## src/rtl/apb_timer.sv

```systemverilog
// APB4 down-counting timer: prescaler, auto-reload or one-shot, level interrupt.
// Registers: CTRL(0) PRESCALE(1) LOAD(2) COUNT(3) STATUS(4); other word indices are unmapped.
module apb_timer #(
  parameter int PDATA_SIZE = 32,
  parameter int PRESCALE_W = 16
) (
  input  logic                    PCLK,
  input  logic                    PRESETn,
  input  logic                    PSEL,
  input  logic                    PENABLE,
  input  logic                    PWRITE,
  input  logic [PDATA_SIZE/8-1:0] PSTRB,
  input  logic [3:0]              PADDR,
  input  logic [PDATA_SIZE-1:0]   PWDATA,
  output logic [PDATA_SIZE-1:0]   PRDATA,
  output logic                    PREADY,
  output logic                    PSLVERR,
  output logic                    irq_o
);

  localparam logic [3:0] A_CTRL     = 4'd0;
  localparam logic [3:0] A_PRESCALE = 4'd1;
  localparam logic [3:0] A_LOAD     = 4'd2;
  localparam logic [3:0] A_COUNT    = 4'd3;
  localparam logic [3:0] A_STATUS   = 4'd4;

  logic                  r_en;
  logic                  r_oneshot;
  logic                  r_irqen;
  logic [PRESCALE_W-1:0] r_prescale;
  logic [PRESCALE_W-1:0] r_pcnt;
  logic [PDATA_SIZE-1:0] r_load;
  logic [PDATA_SIZE-1:0] r_count;
  logic                  r_if;

  logic w_wr;
  logic w_wr_ctrl;
  logic w_wr_prescale;
  logic w_wr_load;
  logic w_wr_count;
  logic w_if_clr;
  logic w_tick;
  logic w_zero;
  logic w_event;

  assign w_wr          = PSEL & PENABLE & PWRITE;
  assign w_wr_ctrl     = w_wr & (PADDR == A_CTRL);
  assign w_wr_prescale = w_wr & (PADDR == A_PRESCALE);
  assign w_wr_load     = w_wr & (PADDR == A_LOAD);
  assign w_wr_count    = w_wr & (PADDR == A_COUNT);
  assign w_if_clr      = w_wr & (PADDR == A_STATUS) & PSTRB[0] & PWDATA[0];

  assign w_tick  = r_en & (r_pcnt == r_prescale);
  assign w_zero  = (r_count == '0);
  assign w_event = w_tick & w_zero;

  // A PRESCALE written below pcnt lets pcnt run to all-ones and wrap silently.
  always_ff @(posedge PCLK or negedge PRESETn) begin
    if (!PRESETn) begin
      r_pcnt <= '0;
    end else if (!r_en || w_tick) begin
      r_pcnt <= '0;
    end else begin
      r_pcnt <= r_pcnt + 1'b1;
    end
  end

  // A CTRL write on the same edge overrides the one-shot auto-disable.
  always_ff @(posedge PCLK or negedge PRESETn) begin
    if (!PRESETn) begin
      r_en      <= 1'b0;
      r_oneshot <= 1'b0;
      r_irqen   <= 1'b0;
    end else if (w_wr_ctrl && PSTRB[0]) begin
      r_en      <= PWDATA[0];
      r_oneshot <= PWDATA[1];
      r_irqen   <= PWDATA[2];
    end else if (w_event && r_oneshot) begin
      r_en <= 1'b0;
    end
  end

  always_ff @(posedge PCLK or negedge PRESETn) begin
    if (!PRESETn) begin
      r_prescale <= '0;
    end else if (w_wr_prescale) begin
      for (int i = 0; i < PRESCALE_W; i++) begin
        if (PSTRB[i/8]) r_prescale[i] <= PWDATA[i];
      end
    end
  end

  always_ff @(posedge PCLK or negedge PRESETn) begin
    if (!PRESETn) begin
      r_load <= '0;
    end else if (w_wr_load) begin
      for (int i = 0; i < PDATA_SIZE; i++) begin
        if (PSTRB[i/8]) r_load[i] <= PWDATA[i];
      end
    end
  end

  // A bus write to COUNT discards that edge's decrement or reload.
  always_ff @(posedge PCLK or negedge PRESETn) begin
    if (!PRESETn) begin
      r_count <= '0;
    end else if (w_wr_count) begin
      for (int i = 0; i < PDATA_SIZE; i++) begin
        if (PSTRB[i/8]) r_count[i] <= PWDATA[i];
      end
    end else if (w_tick) begin
      r_count <= w_zero ? r_load : r_count - 1'b1;
    end
  end

  always_ff @(posedge PCLK or negedge PRESETn) begin
    if (!PRESETn) begin
      r_if <= 1'b0;
    end else if (w_event) begin
      r_if <= 1'b1;
    end else if (w_if_clr) begin
      r_if <= 1'b0;
    end
  end

  always_comb begin
    PRDATA = '0;
    if (PSEL && !PWRITE) begin
      case (PADDR)
        A_CTRL:     PRDATA[2:0] = {r_irqen, r_oneshot, r_en};
        A_PRESCALE: PRDATA[PRESCALE_W-1:0] = r_prescale;
        A_LOAD:     PRDATA = r_load;
        A_COUNT:    PRDATA = r_count;
        A_STATUS:   PRDATA[0] = r_if;
        default:    PRDATA = '0;
      endcase
    end
  end

  assign PREADY  = 1'b1;
  assign PSLVERR = PSEL & PENABLE & (PADDR > A_STATUS);
  assign irq_o   = r_if & r_irqen;

endmodule
```

## config.mk

```make
export PLATFORM = sky130hd
export DESIGN_NAME = apb_timer
export DESIGN_NICKNAME = d
export VERILOG_FILES = /design/src/rtl/apb_timer.sv
export SDC_FILE = /design/constraint.sdc
export NUM_CORES = 1
export LEC_CHECK = 0
export ABC_AREA = 1
export CAP_MARGIN = 10
export CORE_MARGIN = 2
export CORE_UTILIZATION = 30
export CTS_CLUSTER_SIZE = 28
export DETAILED_ROUTE_END_ITERATION = 7
export PLACE_DENSITY = 0.54
export RECOVER_POWER = 100
export SYNTH_ARGS = -nofsm -noshare
export SYNTH_HDL_FRONTEND = slang
export SYNTH_SLANG_ARGS = --single-unit
```

## constraint.sdc

```tcl
create_clock -name PCLK -period 2.15 [get_ports PCLK]
set_input_delay 0.3225 -clock PCLK [delete_from_list [all_inputs] [get_ports PCLK]]
set_output_delay 0.3225 -clock PCLK [all_outputs]
set_load 0.005 [all_outputs]
```

== Word level (Yosys, flattened, before mapping) ==
Index checks and enable logic that the tools add are counted.

* Add/sub/neg operators: 2
* Order comparisons: 1
* Equal/unequal tests: 9
* Mux-type cells: 45
* Bitwise operators: 13
* Reduce and logical (&&, ||, !) cells: 21

{| class="wikitable"
|+ Operators by type and width
! kind !! count
|-
| 32-bit 2-to-1 mux || 4
|-
| 13-bit case mux with 3 select lines || 1
|-
| 1-bit 2-to-1 mux || 36
|-
| 32-bit logical NOT || 1
|-
| 16-bit case mux with 2 select lines || 1
|-
| 32-bit by 1-bit subtractor with 32-bit output, second input constant || 1
|-
| 2-bit AND reduction || 10
|-
| 16-bit by 1-bit adder with 16-bit output, second input constant || 1
|-
| 16-bit equality test || 1
|-
| 16-bit 2-to-1 mux || 1
|-
| 1-bit bitwise AND || 13
|-
| 4-bit by 2-bit equality test with 1-bit output, second input constant || 2
|-
| 2-bit inequality test, second input constant || 4
|-
| 2-bit case mux with 4 select lines || 1
|-
| 2-bit nonzero test || 3
|-
| 1-bit case mux with 5 select lines || 1
|-
| 4-bit by 1-bit equality test with 1-bit output, second input constant || 1
|-
| 4-bit by 3-bit equality test with 1-bit output, second input constant || 1
|-
| 4-bit by 3-bit greater-than comparator with 1-bit output, second input constant || 1
|-
| 4-bit logical NOT || 1
|-
| 1-bit logical AND || 3
|-
| 1-bit logical NOT || 2
|-
| 1-bit logical OR || 1
|}

* Register bits after elaboration: 100
* Bits of input ports: 45
* Word-level logic and storage cells: 106

== Logic depth before layout (Yosys ltp) ==
Gate-level depths: netlist (run 1).

* Depth after elaboration: 7
* Gate-level depth with buffers: 13
* Mapped depth without buffers: 13

== Worst setup path after synthesis (run 1) ==
No wires, ideal clock.

* Path kind: input to output
* Start: input port PADDR[3]
* End: output port PRDATA[10]
* Arrival time: 1.301 ns
* Required time: 1.827 ns
* Path slack: 0.527 ns
* Stages: 8
* Path through: nor2_2 -> nand3_2 -> inv_2 -> buf_1 -> nand2_1 -> o221ai_1 -> nand2_1 -> inv_1

* Cells in the longest elaborated chain, start to end: 3
* Elaborated cells on any way between the ends: 5
* Those cells by class: eq/ne: 3; mux: 2

{| class="wikitable"
|+ RTL lines
! element !! RTL line !! text
|-
| from (decl) || 13 || <nowiki>input logic [3:0] PADDR,</nowiki>
|-
| 4-bit by 2-bit equality test with 1-bit output or 4-bit by 1-bit equality test with 1-bit output (tied branches) || 129 || <nowiki>case (PADDR)</nowiki>
|-
| 13-bit case mux with 3 select lines * || 129 ||
|-
| 32-bit 2-to-1 mux * || 128 || <nowiki>if (PSEL && !PWRITE) begin</nowiki>
|-
| to (decl) || 15 || <nowiki>output logic [PDATA_SIZE-1:0] PRDATA,</nowiki>
|}

Every way passes the cells marked *; elsewhere a longest branch is shown, timed or not.

== Final worst setup path (run 1) ==
* Start: input port PADDR[0]
* End: output port PRDATA[2]

* Cells in the longest elaborated chain, start to end: 3
* Elaborated cells on any way between the ends: 6
* Those cells by class: eq/ne: 3; mux: 2; reduce/logical: 1

{| class="wikitable"
|+ RTL lines
! element !! RTL line
|-
| 4-bit by 2-bit equality test with 1-bit output (tied with other cells) || 129
|-
| 2-bit case mux with 4 select lines * || 129
|-
| 32-bit 2-to-1 mux * || 128
|}

Marked as above.

==> qor.yml, run 1 <==
run_status:
  status: "completed"
timing:
  finalHoldViolations: 0
  fin_crit_sh: 0.981
  min_period_ps: 2110
  maxSlewViolCount: 0
  setup_viol_count_final: 0
  clock.fmax_ghz: 0.474
  relSlewSlack: 0.319
  clock_skew_ps: 11.7
  finalSetupTns_ps: 0
  rsz0062_at_grt: "true"
  worstMarginPinSlew_ps: 1020
clock_tree:
  cts_tree: "yes"
  clock_latency_ps: 360
  htreeDepth: 3
  cts_made_buffers: 9
  cts-root-buf: "clkbuf_16"
  cts.clk_slew.worst_paths_ps: 80
  clk_path_buf_depth: 2
  clock_sinks: 100
routing:
  wl_per_cell_um: 15.3
  drt_iter0_drc: 504
  routed_wl_mm: 22.8
  drt_pass1_iterations: 5
  routed_via_density: 4.85
  num_vias: 7235
  drcViolationCount: 0
  ant_nets: 0
finish:
  drive_above_1_share: 0.118
  most-common-layout-cells: "nand2_1, inv_1, nor2_1"
  nets: 1249
  antenna_cells: 0
  final_common_cell: "nand2_1"
  syn_to_final_growth_pct: 29.9
yosys:
  ys_ff_latch: 100
  ys_warn_count: 0
  synthesis.area_um2: 6850
  synth_cell_type_count: 43
  avgSynthCellArea_um2: 6.43
  yosys.area.top_type_share: 0.365
  synth_simple_gate_area_frac: 0.396
  netlist_instances: 1065
  synth-edff-count: 0
  yosys.area.top_type: "dfrtp_1"
  synth.area.mux_share: 0.00164
  synth-compound-area-share: 0.103
  async_flop_share: 1.00
  synthFlopType: "dfrtp_1"
  synth_adder_area_share: 0.00548
  synth_xor_area_frac: 0.0243
  ys_seq_area_frac: 0.365
  ys_top_cells_by_area: "dfrtp_1, nand2_1, nand3_1"
  synth_top_family_by_area: "simple AND/OR/NAND/NOR gates"
  syn_nets: 1113
grt:
  grt.busiest_layer: "met2"
  first_global_vias: 6866
  antenna_found_initial: 0
  use_met2: 0.310
  overflow: 0
  grt_pass1_wl_mm: 36.8
  grt_start_max_net_pins: 43
  grtUsageTotal: 0.194
  met3_usage: 0.0348
  grt_use_met1: 0.271
critical_path:
  worst-endpoint-required_ps: 1830
  critical_path_arrival_ps: 1790
  cp_common_cell: "buf_12"
  end_kind: "output port"
  cp_top_family: "buffers and inverters"
  path_buf_inv: 6
  worstSetupPathType: "input port to output port"
  crit_chain: "clkdlybuf4s15_2, inv_2, nand3_4, inv_6, buf_12, buf_12, nand2_1, o21ai_0, a221oi_1, nor2_1, dlygate4sd2_1"
  cp_max_fo: 5
  crit_path_start_kind: "input port"
  cp_slowest_stage_delay_ps: 280
  worst_path_max_delay_cell: "a221oi_1"
floorplan:
  dieWidth_um: 155
  die_h_um: 155
  start_util: 0.304
  dieArea_um2: 24000
  coreArea_um2: 22500
  io_pins: 80
  rows: 55
worst_hold_path:
  hold_path.class: "flip-flop to flip-flop"
place:
  numPortBuffers: 78
  hpwl_mm: 17.1
  place.gp.congestion: 0.905
power:
  ir_drop_mv: 0.408
  total_leakage_power_uw: 0.00458
  p_total_uw: 8620
  p_per_area_nw_per_um2: 969
job:
  maxCapViolCount: 0
-- area by class of cell --
cell class	instances	area [um^2]
flip-flops and latches	100	2500
clock inverters	6	96.3
repair inverters	1	7.51
fillers	2399	13600
repair buffers	156	1450
well taps	285	357
multi-input cells	792	3720
inverters	141	542
clock buffers	10	229
-- registers in the layout, indices dropped and copies added, names as in the netlist --
| register | flops |
|---|---|
| r_prescale | 16 |
| r_load | 32 |
| r_oneshot | 1 |
| r_irqen | 1 |
| r_en | 1 |
| r_pcnt | 16 |
| r_count | 32 |
| r_if | 1 |
-- power by group --
group	switching (uW)	internal (uW)	total (uW)	leakage, uW
clock	807	1040	1840	0.000155
combinational	2700	1530	4230	0.00307
sequential	344	2200	2540	0.00136
total	3860	4760	8620	0.00458
-- final timing paths --
kind,start,end,slack (ps),cells after the start
setup / recovery,PADDR[0],PRDATA[2],40,11
hold / removal,r_load[15],r_load[15],490,2
setup reg to reg,r_count[16],r_count[2],130,10
hold reg to reg,r_load[15],r_load[15],490,2
max in group asynchronous,PRESETn,r_load[30],300,3
min in group asynchronous,PRESETn,r_prescale[13],670,2
-- worst reg2reg max path, cell delays in order (launching register included) --
cell	delay, ps
dfrtp_1	440
nor2_1	210
nand2_1	100
nor2_1	240
nand2_1	140
nor2_4	130
buf_4	320
nand2_1	100
o211ai_1	100
nand3_1	110
nand2_1	70
-- cells by family (layout without fill, tap and decap cells) --
kind of cell / after synthesis / after routing
AOI/OAI and AO/OA: 124 / 124
xor gates and xnor gates: 19 / 19
adders and majority gates: 3 / 3
buffers and inverters: 173 / 314
DFF: 100 / 100
muxes: 1 / 1
other: 1 / 1
and+or+nand+nor: 644 / 644
-- routing by layer --
layer / up-vias / part of all wire
met5: - / 0
met2: 177 / 0.46
li1: 3636 / -
met3: 27 / 0.045
met4: 0 / 0.021
met1: 3395 / 0.48
-- Yosys cell counts, drive strengths merged (5+ instances only) --
| library cell | number |
|---|---|
| xnor2 | 5 |
| o21ai | 79 |
| dfrtp | 100 |
| nand3 | 103 |
| nor2 | 117 |
| o221ai | 9 |
| nor3 | 10 |
| buf | 21 |
| nand4 | 7 |
| inv | 139 |
| o211ai | 7 |
| xor2 | 14 |
| clkbuf | 11 |
| nand2 | 398 |
| a21oi | 20 |
-- per-stage QoR --
| step | worst slack (ps) | instances | hold slack [ps] | util | cell area, um^2 |
|---|---|---|---|---|---|
| after global placement | -412 | 1459 | 349 | 0.374 | 8410 |
| after detailed placement | -425 | 1459 | 355 | 0.374 | 8410 |
| final | 40.0 | 1491 | 493 | 0.395 | 8900 |
| after floorplan | 527 | 1065 | 26.9 | - | 6850 |
| after CTS | 3.38 | 1491 | 493 | 0.400 | 9010 |
| after global routing | -65.3 | 1491 | 523 | 0.395 | 8900 |
-- repair_timing --
action                                 in CTS  in global routing
setup endpoints to repair                  32                 20
endpoints found under the hold margin      36                  0
resized for setup                          83                  8
hold buffers                                1                  0
pin swaps                                  15                  4
buffers inserted                           13                  0
cloned                                      3                  0
Power figures use the tool's default switching activity.
==> run 2: changes to the inputs <==
--- a/config.mk
+++ b/config.mk
@@ -6,9 +6,11 @@
 export NUM_CORES = 1
 export LEC_CHECK = 0
 export ABC_AREA = 1
+export ABC_CLOCK_PERIOD_IN_PS = 2150
 export CAP_MARGIN = 10
 export CORE_MARGIN = 2
 export CORE_UTILIZATION = 30
+export CTS_CLUSTER_DIAMETER = 60
 export CTS_CLUSTER_SIZE = 28
 export DETAILED_ROUTE_END_ITERATION = 7
 export PLACE_DENSITY = 0.54
==> results of run 2 <==
Final layout, timing and power as in run 1 (identical DEF).
==> run 3: changes to the inputs <==
--- a/config.mk
+++ b/config.mk
@@ -5,7 +5,6 @@
 export SDC_FILE = /design/constraint.sdc
 export NUM_CORES = 1
 export LEC_CHECK = 0
-export ABC_AREA = 1
 export ABC_CLOCK_PERIOD_IN_PS = 2150
 export CAP_MARGIN = 10
 export CORE_MARGIN = 2
@@ -13,7 +12,8 @@
 export CTS_CLUSTER_DIAMETER = 60
 export CTS_CLUSTER_SIZE = 28
 export DETAILED_ROUTE_END_ITERATION = 7
-export PLACE_DENSITY = 0.54
+export GPL_TIMING_DRIVEN = 0
+export PLACE_DENSITY = 0.55
 export RECOVER_POWER = 100
 export SYNTH_ARGS = -nofsm -noshare
 export SYNTH_HDL_FRONTEND = slang
==> run 3 against run 2 <==
  * The flow now finishes with violations (max-capacitance violations, max-slew violations, negative setup slack)
  * Design area down 2.6%
  * Cell count down 29%
  * First-iteration DRC count down 16%
  * Wire length down 10%
  * Sequential cell count unchanged
  * Register-to-register slack worse by 560 ps
  * Fmax down 18%
  * Sequential power up 8.3%
  * Setup slack worse by 470 ps
  * Synthesized cell count down 39%
  * Area after synthesis down 11%
  * Clock power down 3%
  * Largest cell class unchanged
==> qor.yml, run 3 <==
run_status:
  status: "finished with violations"
  violations: "max-capacitance violations, max-slew violations, negative setup slack"
critical_path:
  crit_chain: "or4_4, or2_4, or4_4, or3_1, a22o_1, a22oi_2"
  reg2reg_from: "r_count[4]"
  critPathLaunch: "r_count[4]"
  cp_max_fo: 3
  end_kind: "flip-flop"
  worst_path_max_delay_cell: "or4_4"
  cp_common_cell: "or4_4"
  cp_slowest_stage_delay_ps: 580
  worstSetupPathType: "flip-flop to flip-flop"
  worst-endpoint-required_ps: 2430
  crit_path_start_kind: "flip-flop"
  r2r_slack_ps: -430
  critical_path_arrival_ps: 2860
yosys:
  synthFlopType: "dfrtp_1"
  synth_adder_area_share: 0.00616
  synth_top_family_by_area: "simple AND/OR/NAND/NOR gates"
  async_flop_share: 1.00
  synth.area.mux_share: 0.135
  syn_nets: 693
  ys_ff_latch: 100
  avgSynthCellArea_um2: 9.45
  yosys.area.top_type: "dfrtp_1"
  ys_seq_area_frac: 0.411
  synth_xor_area_frac: 0.0546
  synth_simple_gate_area_frac: 0.181
  yosysMostFrequentCell: "dfrtp_1"
  synth-edff-count: 0
  synth_commonest_cells: "dfrtp_1, nor2_1, mux2_2"
  yosys.area.top_type_share: 0.411
  synth_cell_type_count: 64
  ys_top_cells_by_area: "dfrtp_1, mux2_2, nor2_1"
  netlist_instances: 645
  ys_warn_count: 0
  synth-compound-area-share: 0.178
  synthesis.area_um2: 6090
grt:
  overflow: 0
  met3_usage: 0.0369
  grt.busiest_layer: "met2"
  grt_use_met1: 0.249
  grtUsageTotal: 0.188
  antenna_found_initial: 0
  first_global_vias: 5572
  grt_pass1_wl_mm: 31.6
  grt_start_max_net_pins: 63
  use_met2: 0.311
timing:
  maxSlewViolCount: 63
  clock_skew_ps: 9.07
  fin_crit_sh: 1.20
  worstMarginPinSlew_ps: 1650
  relSlewSlack: -0.0969
  holdWs_ps: 382
  min_period_ps: 2580
  clock.fmax_ghz: 0.388
  setup_viol_count_final: 84
  layout_setup_ws_ps: -430
  rsz0062_at_grt: "true"
  finalSetupTns_ps: -9040
  finalHoldViolations: 0
finish:
  nets: 836
  most-common-layout-cells: "dfrtp_1, mux2_2, nor2_1"
  drive_above_1_share: 0.351
  antenna_cells: 0
  final_common_cell: "dfrtp_1"
  largestRegisters: "r_count (32), r_load (32)"
  syn_to_final_growth_pct: 42.2
  post-route-util: 0.431
  fillers: 1964
power:
  p_sw_uw: 2560
  ir_drop_mv: 0.517
  p_total_uw: 6970
  p_comb_frac: 0.350
  p_int_uw: 4410
  p_clk_frac: 0.256
  total_leakage_power_uw: 0.00380
  seqPwrFrac: 0.394
  swShare: 0.368
  p_per_area_nw_per_um2: 805
floorplan:
  dieArea_um2: 21500
  io_pins: 80
  dieWidth_um: 147
  start_util: 0.303
  coreArea_um2: 20100
  die_h_um: 147
  rows: 52
place:
  place.gp.congestion: 0.901
  numPortBuffers: 77
  hpwl_mm: 14.2
clock_tree:
  clk_path_buf_depth: 2
  cts_tree: "yes"
  htreeDepth: 3
  cts-root-buf: "clkbuf_16"
  hold_buffers: 0
  cts_made_buffers: 9
  clock_latency_ps: 360
  cts.clk_slew.worst_paths_ps: 70
  clock_sinks: 100
routing:
  ant_nets: 0
  drt_pass1_iterations: 5
  drt_iter0_drc: 425
  wl_per_cell_um: 19.3
  routed_via_density: 5.33
  routed_wl_mm: 20.5
  num_vias: 5668
  drcViolationCount: 0
worst_hold_path:
  hold_path.class: "input port to async pin"
job:
  maxCapViolCount: 1
## run 3: cell count changes after synthesis, moves of 10 or more
cell      delta
nor2_1      -33
xor2_1      +10
mux2_2      +63
nand2_1    -345
or3_1       +11
inv_1      -121
nand3_1     -86
o21ai_0     -36
mux2i_1     +10
clkbuf_1    +22
nor4_1      +11
a22oi_1     +29
## run 3: timing repair
item                                    4_1_cts  5_1_grt
buffers inserted                             40       26
endpoints found under the setup margin      117       61
hold endpoints to repair                      0        0
pin swaps                                    26       39
resized for setup                           198       88
gates cloned                                  1        0
## run 3: power groups by stage
stage          logic (uW)  clock network (uW)  registers, uW
6_report             2440                1780           2750
5_1_grt              2630                1890           2810
4_1_cts              2110                1830           2710
3_5_place_dp         1760                   0           2650
3_3_place_gp         1750                   0           2640
2_1_floorplan        1250                   0           2520
## run 3: worst max-delay path, delay by kind of cell, from the launching register on
kind            cells  cell delay [ps]
compound gates      2              350
flops               1              430
simple gates        4             1720
## run 3: kinds of logic after synthesis
logic type      count (synthesis)
other cells                     1
buf+inv                        50
xor+xnor                       38
fa+ha+maj                       3
compound gates                156
simple gates                  223
mux                            74
flops                         100
## run 3: through the flow
step	worst slack [ps]	std cells	instance area, um^2
detailed placement	-1690	993	7250
floorplan	-453	645	6120
global placement	-3340	992	7230
CTS	-483	1043	8360
global route	-490	1063	8670
finish	-430	1063	8670
## run 3: per-layer routing
layer,wire (um),part of all wire
met1,9360,0.46
met2,9820,0.48
met3,841,0.041
met4,444,0.022
met5,0,0
## run 3: final cells by class
type | count | area (um^2) | share of cell area
tap | 270 | 338 | 0.0390
timing repair buffer | 143 | 1250 | 0.144
buffer | 28 | 272 | 0.0313
inverter | 11 | 43.8 | 0.00505
clock inverter | 5 | 85.1 | 0.00982
clock buffer | 11 | 233 | 0.0269
multi-input combinational | 495 | 3920 | 0.453
sequential | 100 | 2520 | 0.291
## run 3: final timing paths
path / depth (start not counted) / endpoint
setup / recovery: 6 / r_count[31]
hold / removal: 1 / r_load[20]
setup reg to reg: 6 / r_count[31]
hold reg to reg: 1 / r_pcnt[0]
max in group asynchronous: 2 / r_count[8]
min in group PCLK: 4 / r_if
